[config.mk]
export PLATFORM = sky130hd
export DESIGN_NAME = unidades_segundos_flat
export DESIGN_NICKNAME = d
export VERILOG_FILES = /design/src/rtl/unidades_segundos_pkg.sv /design/src/rtl/unidades_segundos_if.sv /design/src/rtl/unidades_segundos_divisor_1hz.sv /design/src/rtl/unidades_segundos.sv /design/src/flat_wrapper.sv
export SDC_FILE = /design/constraint.sdc
export NUM_CORES = 1
export LEC_CHECK = 0
export CAP_MARGIN = 30
export CELL_PAD_IN_SITES_DETAIL_PLACEMENT = 1
export CELL_PAD_IN_SITES_GLOBAL_PLACEMENT = 2
export CORE_AREA = 2 2 90 92
export CTS_BUF_LIST = sky130_fd_sc_hd__clkbuf_16
export DETAILED_ROUTE_END_ITERATION = 6
export DIE_AREA = 0 0 92 94
export GPL_ROUTABILITY_DRIVEN = 0
export MAX_ROUTING_LAYER = met4
export PLACE_DENSITY = 0.59
export SLEW_MARGIN = 10
export SYNTH_ARGS = -nofsm -noshare
export SYNTH_HDL_FRONTEND = slang
export SYNTH_SLANG_ARGS = --single-unit
export TNS_END_PERCENT = 5
[constraint.sdc]
create_clock -name clock -period 1.8 [get_ports clock]
set_clock_uncertainty 0.2 [all_clocks]
set_input_delay 0.36 -clock clock [delete_from_list [all_inputs] [get_ports clock]]
set_output_delay 0.36 -clock clock [all_outputs]
set_load 0.005 [all_outputs]
[src/rtl/unidades_segundos_pkg.sv]
// unidades_segundos_pkg: shared FSM encoding, BCD limit and 7-segment table for the units-of-seconds stage
package unidades_segundos_pkg;

  typedef enum logic [1:0] {
    IDLE   = 2'd0,
    RUN    = 2'd1,
    PAUSED = 2'd2,
    DONE   = 2'd3
  } state_t;

  localparam logic [3:0] BCD_MAX = 4'd9;

  // gfedcba, active low; anything outside 0..9 blanks the digit
  function automatic logic [6:0] seg7(input logic [3:0] bcd);
    case (bcd)
      4'd0:    seg7 = 7'b1000000;
      4'd1:    seg7 = 7'b1111001;
      4'd2:    seg7 = 7'b0100100;
      4'd3:    seg7 = 7'b0110000;
      4'd4:    seg7 = 7'b0011001;
      4'd5:    seg7 = 7'b0010010;
      4'd6:    seg7 = 7'b0000010;
      4'd7:    seg7 = 7'b1111000;
      4'd8:    seg7 = 7'b0000000;
      4'd9:    seg7 = 7'b0010000;
      default: seg7 = 7'b1111111;
    endcase
  endfunction

endpackage

[src/rtl/unidades_segundos_if.sv]
// unidades_segundos_if: control/status bundle of the units stage; seg_u exists only with UNIDADES_7SEG_EN
interface unidades_segundos_if;
  logic       start;
  logic       pause;
  logic       tens_zero;
  logic [3:0] QUSegundos;
  logic       borrow;
  logic       ativo;
  logic       fim;
`ifdef UNIDADES_7SEG_EN
  logic [6:0] seg_u;
`endif

  // controller side: drives commands and the tens-stage status, observes the digit
  modport master (
    output start, pause, tens_zero,
`ifdef UNIDADES_7SEG_EN
    input  seg_u,
`endif
    input  QUSegundos, borrow, ativo, fim
  );

  // timer side
  modport slave (
    input  start, pause, tens_zero,
`ifdef UNIDADES_7SEG_EN
    output seg_u,
`endif
    output QUSegundos, borrow, ativo, fim
  );
endinterface

[src/rtl/unidades_segundos_divisor_1hz.sv]
// divisor_1hz: free-running prescaler that pulses tick on the last clock of every TICK_DIV-cycle period while enabled
module divisor_1hz #(
  parameter int TICK_DIV = 50_000_000
) (
  input  logic clock,
  input  logic rst_n,
  input  logic clr,
  input  logic en,
  output logic tick
);
  localparam int W = (TICK_DIV > 2) ? $clog2(TICK_DIV) : 1;
  localparam logic [W-1:0] LAST = W'(TICK_DIV - 1);

  logic [W-1:0] r_cnt;

  assign tick = en && (r_cnt == LAST);

  // count only while enabled so a pause freezes the partial second
  always_ff @(posedge clock) begin
    if (!rst_n || clr) r_cnt <= '0;
    else if (en) r_cnt <= tick ? '0 : r_cnt + 1'b1;
  end
endmodule

[src/rtl/unidades_segundos.sv]
// unidades_segundos: units-of-seconds countdown stage with borrow to tens stage; UNIDADES_7SEG_EN adds the seg_u decoder
module unidades_segundos
  import unidades_segundos_pkg::*;
#(
  parameter int TICK_DIV    = 50_000_000,
  parameter int START_UNITS = 9
) (
  input  logic               clock,
  input  logic               rst_n,
  unidades_segundos_if.slave bus
);
  localparam logic [3:0] LOAD = (START_UNITS > 9 || START_UNITS < 0) ? BCD_MAX : 4'(START_UNITS);

  state_t     r_state;
  state_t     w_state_next;
  logic [3:0] r_q;
  logic [3:0] w_q_next;
  logic       r_borrow;
  logic       w_borrow_next;
  logic       r_fim;
  logic       w_fim_next;
  logic       r_ativo;
  logic       w_tick;
  logic       w_en;

  assign w_en = (r_state == RUN) && !bus.start;

  divisor_1hz #(.TICK_DIV(TICK_DIV)) u_div (
    .clock (clock),
    .rst_n (rst_n),
    .clr   (bus.start),
    .en    (w_en),
    .tick  (w_tick)
  );

  // state and registered outputs
  always_ff @(posedge clock) begin
    if (!rst_n) begin
      r_state  <= IDLE;
      r_q      <= '0;
      r_borrow <= 1'b0;
      r_fim    <= 1'b0;
      r_ativo  <= 1'b0;
    end else begin
      r_state  <= w_state_next;
      r_q      <= w_q_next;
      r_borrow <= w_borrow_next;
      r_fim    <= w_fim_next;
      r_ativo  <= (w_state_next == RUN) || (w_state_next == PAUSED);
    end
  end

  // next state: start beats everything, completion beats pause
  always_comb begin
    w_state_next = r_state;
    if (bus.start) w_state_next = RUN;
    else if (r_state == RUN)
      w_state_next = (w_tick && r_q == 4'd0 && bus.tens_zero) ? DONE :
                     bus.pause ? PAUSED : RUN;
    else if (r_state == PAUSED)
      w_state_next = bus.pause ? PAUSED : RUN;
  end

  // next digit and pulses; a tick is only ever seen in RUN without start
  always_comb begin
    w_q_next      = r_q;
    w_borrow_next = 1'b0;
    w_fim_next    = 1'b0;
    if (bus.start) w_q_next = LOAD;
    else if (w_tick) begin
      w_q_next      = (r_q == 4'd0) ? (bus.tens_zero ? 4'd0 : BCD_MAX) :
                      (r_q > BCD_MAX) ? BCD_MAX : r_q - 4'd1;
      w_borrow_next = (r_q == 4'd0) && !bus.tens_zero;
      w_fim_next    = (r_q == 4'd0) && bus.tens_zero;
    end
  end

  assign bus.QUSegundos = r_q;
  assign bus.borrow     = r_borrow;
  assign bus.fim        = r_fim;
  assign bus.ativo      = r_ativo;
`ifdef UNIDADES_7SEG_EN
  assign bus.seg_u      = seg7(r_q);
`endif
endmodule

[src/flat_wrapper.sv]
// flat-port wrapper written by rule: the top's interface ports become plain ports
module unidades_segundos_flat import unidades_segundos_pkg::*;
#(
  parameter int TICK_DIV    = 50_000_000,
  parameter int START_UNITS = 9
)
  (clock, rst_n, bus_start, bus_pause, bus_tens_zero, bus_QUSegundos, bus_borrow, bus_ativo, bus_fim);
  unidades_segundos_if bus_i ();
  input  logic clock;
  input  logic rst_n;
  input wire logic [$bits(bus_i.start)-1:0] bus_start;
  input wire logic [$bits(bus_i.pause)-1:0] bus_pause;
  input wire logic [$bits(bus_i.tens_zero)-1:0] bus_tens_zero;
  output wire logic [$bits(bus_i.QUSegundos)-1:0] bus_QUSegundos;
  output wire logic [$bits(bus_i.borrow)-1:0] bus_borrow;
  output wire logic [$bits(bus_i.ativo)-1:0] bus_ativo;
  output wire logic [$bits(bus_i.fim)-1:0] bus_fim;
  assign bus_i.start = bus_start;
  assign bus_i.pause = bus_pause;
  assign bus_i.tens_zero = bus_tens_zero;
  assign bus_QUSegundos = bus_i.QUSegundos;
  assign bus_borrow = bus_i.borrow;
  assign bus_ativo = bus_i.ativo;
  assign bus_fim = bus_i.fim;
  unidades_segundos #(.TICK_DIV(TICK_DIV), .START_UNITS(START_UNITS)) u_core (.clock(clock), .rst_n(rst_n), .bus(bus_i));
endmodule
-- Word level (Yosys, flattened, before mapping)
Index checks and enable logic that the tools add are counted.
- register bits: 35
- input bits: 5
- output and inout bits: 7
- logic and storage cells: 43
- $add $sub $neg: 2
- $lt $le $gt $ge: 1
- equality and inequality tests: 5
- mux-type cells: 11
- bitwise gates (word level): 2
- reduce and logical (&&, ||, !) cells: 15
- operators with widths (cell ; number):
    $add A26 B1 Y26 const B ; 1
    $eq A26 B26 Y1 const B ; 1
    $mux W26 ; 1
    $mux W4 ; 5
    $mux W2 ; 5
    $logic_and A1 B1 Y1 ; 6
    $eq A2 B1 Y1 const B ; 2
    $eq A2 B2 Y1 const B ; 2
    $gt A4 B4 Y1 const B ; 1
    $logic_not A4 Y1 ; 1
    $sub A4 B1 Y4 const B ; 1
    $logic_not A1 Y1 ; 3
    $reduce_or A3 Y1 ; 1
    $logic_or A1 B1 Y1 ; 2
    $not A1 Y1 ; 2
    $reduce_bool A2 Y1 ; 1
    $reduce_or A2 Y1 ; 1

-- Depth between registers and ports, before layout
- depth after elaboration: 10
- depth in mapped cells: 7
- mapped depth without buffers: 6

-- By module
Synthesis repeated with hierarchy kept, for this count alone.
- cells, all modules: 212
- area total of the unflattened synthesis: 1809.2 µm²
- modules (own cells, without submodules) (module ; instances ; cells each ; area each (µm²) ; sequential area each (µm²)):
    divisor_1hz ; 1 ; 160 ; 1336.3 ; 520.5
    unidades_segundos ; 1 ; 52 ; 473.0 ; 180.2

-- Least setup slack after synthesis
OpenSTA, ideal clock, no wires.
- path type: reg-to-reg
- start point: reg u_core.r_q[0] (netlist: u_core.bus.QUSegundos[0])
- end point: reg u_core.r_ativo (netlist: u_core.bus.ativo)
- library setup time: 0.115 ns
- data arrival time: 1.618 ns
- data required time: 1.485 ns
- setup slack: -0.133 ns
- cell stages (with the launch flop): 7
- buffers on the path: 0
- clock period less this slack: 1.933 ns
- cell sequence: dfxtp_1 inv_1 ha_1 nor3b_1 nand2_1 or3_1 a31o_1
- longest elaborated chain between the ends: 8
- elaborated cells on any way between the ends: 9
- those cells by class: eq/ne: 2; mux: 3; reduce/logical: 4
- ends and longest elaborated chain (what ; line ; RTL):
    start, declared ; unidades_segundos.sv:16 ; logic [3:0] r_q;
    start signal, assigned ; unidades_segundos.sv:46 ; r_q <= w_q_next;
    $logic_not A4 Y1 * ; unidades_segundos.sv:58 ; w_state_next = (w_tick && r_q == 4'd0 && bus.tens_zero) ? DONE :
    $logic_and A1 B1 Y1 * (2 in a row) ; unidades_segundos.sv:58 ;
    $mux W2 * ; unidades_segundos.sv:58 ;
    $mux W2 * ; unidades_segundos.sv:57 ; else if (r_state == RUN)
    $mux W2 * ; unidades_segundos.sv:56 ; if (bus.start) w_state_next = RUN;
    $eq A2 B1 Y1 / $eq A2 B2 Y1 (equally long branches) ; unidades_segundos.sv:49 ; r_ativo <= (w_state_next == RUN) || (w_state_next == PAUSED);
    $logic_or A1 B1 Y1 * ; unidades_segundos.sv:49 ;
    end signal, assigned ; unidades_segundos.sv:49 ;
    end, declared ; unidades_segundos.sv:22 ; logic r_ativo;
Mark *: on every way between the ends. The rest lies on a longest branch, timed or not.
A chain may end at the register's enable or synchronous reset.

-- Worst setup path in the final report
- start point: in bus_start
- end point: reg u_core.u_div.r_cnt[23]
- longest elaborated chain between the ends: 4
- elaborated cells on any way between the ends: 5
- those cells by class: mux: 1; reduce/logical: 4
- ends and longest elaborated chain (what ; line ; RTL):
    start, declared ; flat_wrapper.sv:11 ; input wire logic [$bits(bus_i.start)-1:0] bus_start;
    $logic_not A1 Y1 ; unidades_segundos.sv:26 ; assign w_en = (r_state == RUN) && !bus.start;
    $logic_and A1 B1 Y1 ; unidades_segundos.sv:26 ;
    $logic_and A1 B1 Y1 ; unidades_segundos_divisor_1hz.sv:16 ; assign tick = en && (r_cnt == LAST);
    $mux W26 ; unidades_segundos_divisor_1hz.sv:21 ; else if (en) r_cnt <= tick ? '0 : r_cnt + 1'b1;
    end signal, assigned ; unidades_segundos_divisor_1hz.sv:21 ;
    end, declared ; unidades_segundos_divisor_1hz.sv:14 ; logic [W-1:0] r_cnt;
Parallel ways exist; a longest one is shown, timed or not.

==> metrics.yaml <==
outcome:
  run_status: "complete, but fails checks"
  violations: "setup timing"
global_routing:
  grt_max_degree: 19
  grtUsageMet2_pct: 26.2
  grt_pass1_vias: 2032
  gr-total-overflow: 0
  grt_pass1_wl_mm: 9.60
  antenna_found_initial: 0
  busiest_layer: "met2"
  grtUsageMet3_pct: 3.05
  met1_usage_pct: 16.0
  grt_usage_pct: 14.5
setup_path:
  required_ns: 1.82
  end_kind: "flop"
  r2r-start: "u_core.u_div.r_cnt[0]"
  crit_buf_inv: 2
  path_max_fanout: 8
  rrSetupSlack_ns: -0.01
  critPathArrivalTime_ns: 1.83
  slowest_delay_ns: 0.52
  crit_family: "simple AND/OR/NAND/NOR gates"
  critical_path.startpoint: "bus_start"
  cp_cell_sequence: "dlygate4sd2_1 > nor3b_4 > buf_12 > nand4_4 > or4b_4 > a21oi_2"
  worstSetupPathType: "input pin to flop"
  cpMaxStageDelayCell: "or4b_4"
  cp.depth: 6
  rr_worst_depth: 5
  worst_setup_path_start_kind: "input pin"
  crit_path_end: "u_core.u_div.r_cnt[23]"
  r2r_end: "u_core.u_div.r_cnt[23]"
power_and_ir_drop:
  p_leak_nw: 1.16
  comb_power_share_pct: 9.1
  p_int_mw: 1.37
  p_clk_share_pct: 46.6
  powerDensity_nw_per_um2: 599
  seq_power_share_pct: 44.3
  power_switching_mw: 0.412
  total_power_mw: 1.78
  ir_worst_vdd_uv: 383
  p_sw_share_pct: 23.1
floorplanning:
  die_y_um: 94
  design.core.area_um2: 7610
  start_util_pct: 24.5
  die_area_um2: 8650
  io_pins: 12
  die_x_um: 92
  num_rows: 32
placed_design:
  io_buffers: 11
  place_hpwl_mm: 4.15
  dpl.cell_count: 376
synthesis:
  yosysWarnings: 0
  yosys-top-cells-area: "dfxtp_1 38%, a21oi_1 5.4%, xor2_1 4.2%"
  yosys.area.top_type_share_pct: 37.5
  synth_top_area_cell: "dfxtp_1"
  synth-async-reset-ratio_pct: 0
  synth_most_common_cell: "dfxtp_1"
  ys_ff_latch: 35
  synth_edf_count: 0
  yosys-top-cells-count: "35 x dfxtp_1, 20 x a21oi_1, 17 x nor2_1, 12 x nand2_1"
  synth_area_um2: 1870
  synth_cells: 213
  ys_seq_area_share_pct: 37.5
  syn-num-nets: 221
  ys_types: 47
  ys.flop_type: "dfxtp_1"
  syn_area_per_cell_um2: 8.76
drt:
  drt_first_iter_violations: 42
  ant_nets: 0
  dr.pass1.iters: 4
  avgViaCountPerCell: 4.77
  wl_per_cell_um: 14.2
  drc_errors: 0
  wirelength_mm: 5.69
  num_vias: 1911
min_path:
  hold_path_class: "flop to flop"
sta:
  fin_hold_ws_ns: 0.298
  finalHoldViolCount: 0
  drv_slew: 0
  worst_slack_ns: -0.0127
  worst_pin_slew_ns: 0.343
  setup_viol: 1
  rsz0062_at_grt: "yes"
  fin_setup_tns_ns: -0.0127
  slew_headroom_pct: 76.8
  layout_min_cycle_time_ns: 1.81
  maxClockFrequency_mhz: 552
  finalCritPeriodShare_pct: 101
flow_run:
  maxCapViolCount: 0
cells_and_area:
  finalNonFillerCells: 401
  insertedDiodeCount: 0
  drive_gt1_share_pct: 43.8
  final_net_count: 306
  areaGrowthSynthToFinish_pct: 59.3
cts:
  cts_max_level: 2
  cts_tree: "yes"
  clock-sinks: 35
  path_clk_slew_ns: 0.05
  cts_buffers: 5
  clock_path_buffers: 2
  holdBufCountCts: 0
  clockRootBuffer: "clkbuf_16"
  clock_latency_ns: 0.28
-- through the flow --
stage	utilization [%]	cell area, um^2	setup WS (ns)
3_3_place_gp	33.3	2530	-0.468
2_1_floorplan	-	1890	-0.0961
6_report	39.1	2970	-0.0127
4_1_cts	36.7	2790	-0.0488
5_1_grt	39.1	2970	-0.0840
3_5_place_dp	33.3	2530	-0.534
-- per-layer routing --
metal  up-vias  part of all wire [%]
met5         -                     0
met4         0                   1.3
met3         6                   2.6
met2        15                    51
met1       929                    45
li1        961                     -
-- layout by cell type (no fill, tap or decap), types with 9 or more instances in the layout --
cell type,Yosys,layout
buf_4,1,72
a21oi_1,20,17
nor2_1,17,17
dfxtp_2,0,17
dfxtp_1,35,17
nand4_1,11,11
nand2_1,12,11
o21ai_0,11,9
xor2_1,9,9
-- cells by family (layout without fill, tap and decap cells) --
group	after synthesis	count (layout)	synth area share, %
AO/OA/AOI/OAI	50	50	16.4
AND/OR/NAND/NOR	96	96	33.6
buffers and inverters	17	103	4.76
multiplexers	1	1	0.536
adder cells (fa/ha/maj)	3	3	2.01
flip-flops	35	35	37.5
XOR/XNOR	11	11	5.16
-- flip-flops by register name, summed over array words and instances, names as in the netlist --
register,flops
u_core.bus.ativo,1
u_core.bus.QUSegundos,4
u_core.u_div.r_cnt,26
u_core.bus.fim,1
u_core.bus.borrow,1
u_core.r_state,2
-- worst reg2reg max path, stage by stage (launching register included) --
cell	delay, ns
dfxtp_2	0.35
buf_4	0.13
and4_4	0.25
nand4_4	0.15
or4b_4	0.52
a21oi_2	0.15
-- final cells by class --
| type | count | area (um^2) |
|---|---|---|
| clock buffers | 5 | 125 |
| clock inverters | 3 | 12.5 |
| fillers | 900 | 4630 |
| inverters | 6 | 22.5 |
| multi-input cells | 161 | 1220 |
| flip-flops and latches | 35 | 726 |
| well taps | 102 | 128 |
| repair buffers | 89 | 738 |
-- power groups by stage --
stage          clock, mW  combinational (mW)  sequential (mW)
3_3_place_gp           0               0.141            0.805
2_1_floorplan          0              0.0598            0.809
6_report           0.831               0.162            0.789
4_1_cts            0.860               0.159            0.789
5_1_grt            0.894               0.180            0.789
3_5_place_dp           0               0.143            0.805
-- worst min-delay path by stage --
stage	from	to	slack, ns	cells past startpoint
after floorplan	bus_tens_zero	u_core.bus.borrow	0.24	1
after global placement	u_core.u_div.r_cnt[23]	u_core.u_div.r_cnt[23]	0.27	2
after detailed placement	u_core.u_div.r_cnt[23]	u_core.u_div.r_cnt[23]	0.29	2
after CTS	u_core.u_div.r_cnt[23]	u_core.u_div.r_cnt[23]	0.29	2
after global routing	u_core.u_div.r_cnt[23]	u_core.u_div.r_cnt[23]	0.32	2
final	u_core.u_div.r_cnt[23]	u_core.u_div.r_cnt[23]	0.30	2
-- repair_timing --
action	CTS	global route
setup endpoints to repair	35	30
buffers inserted	7	10
pin swaps	12	17
cloned	0	0
resized for setup	27	32
No activity file was read; power rests on OpenSTA's default activity.
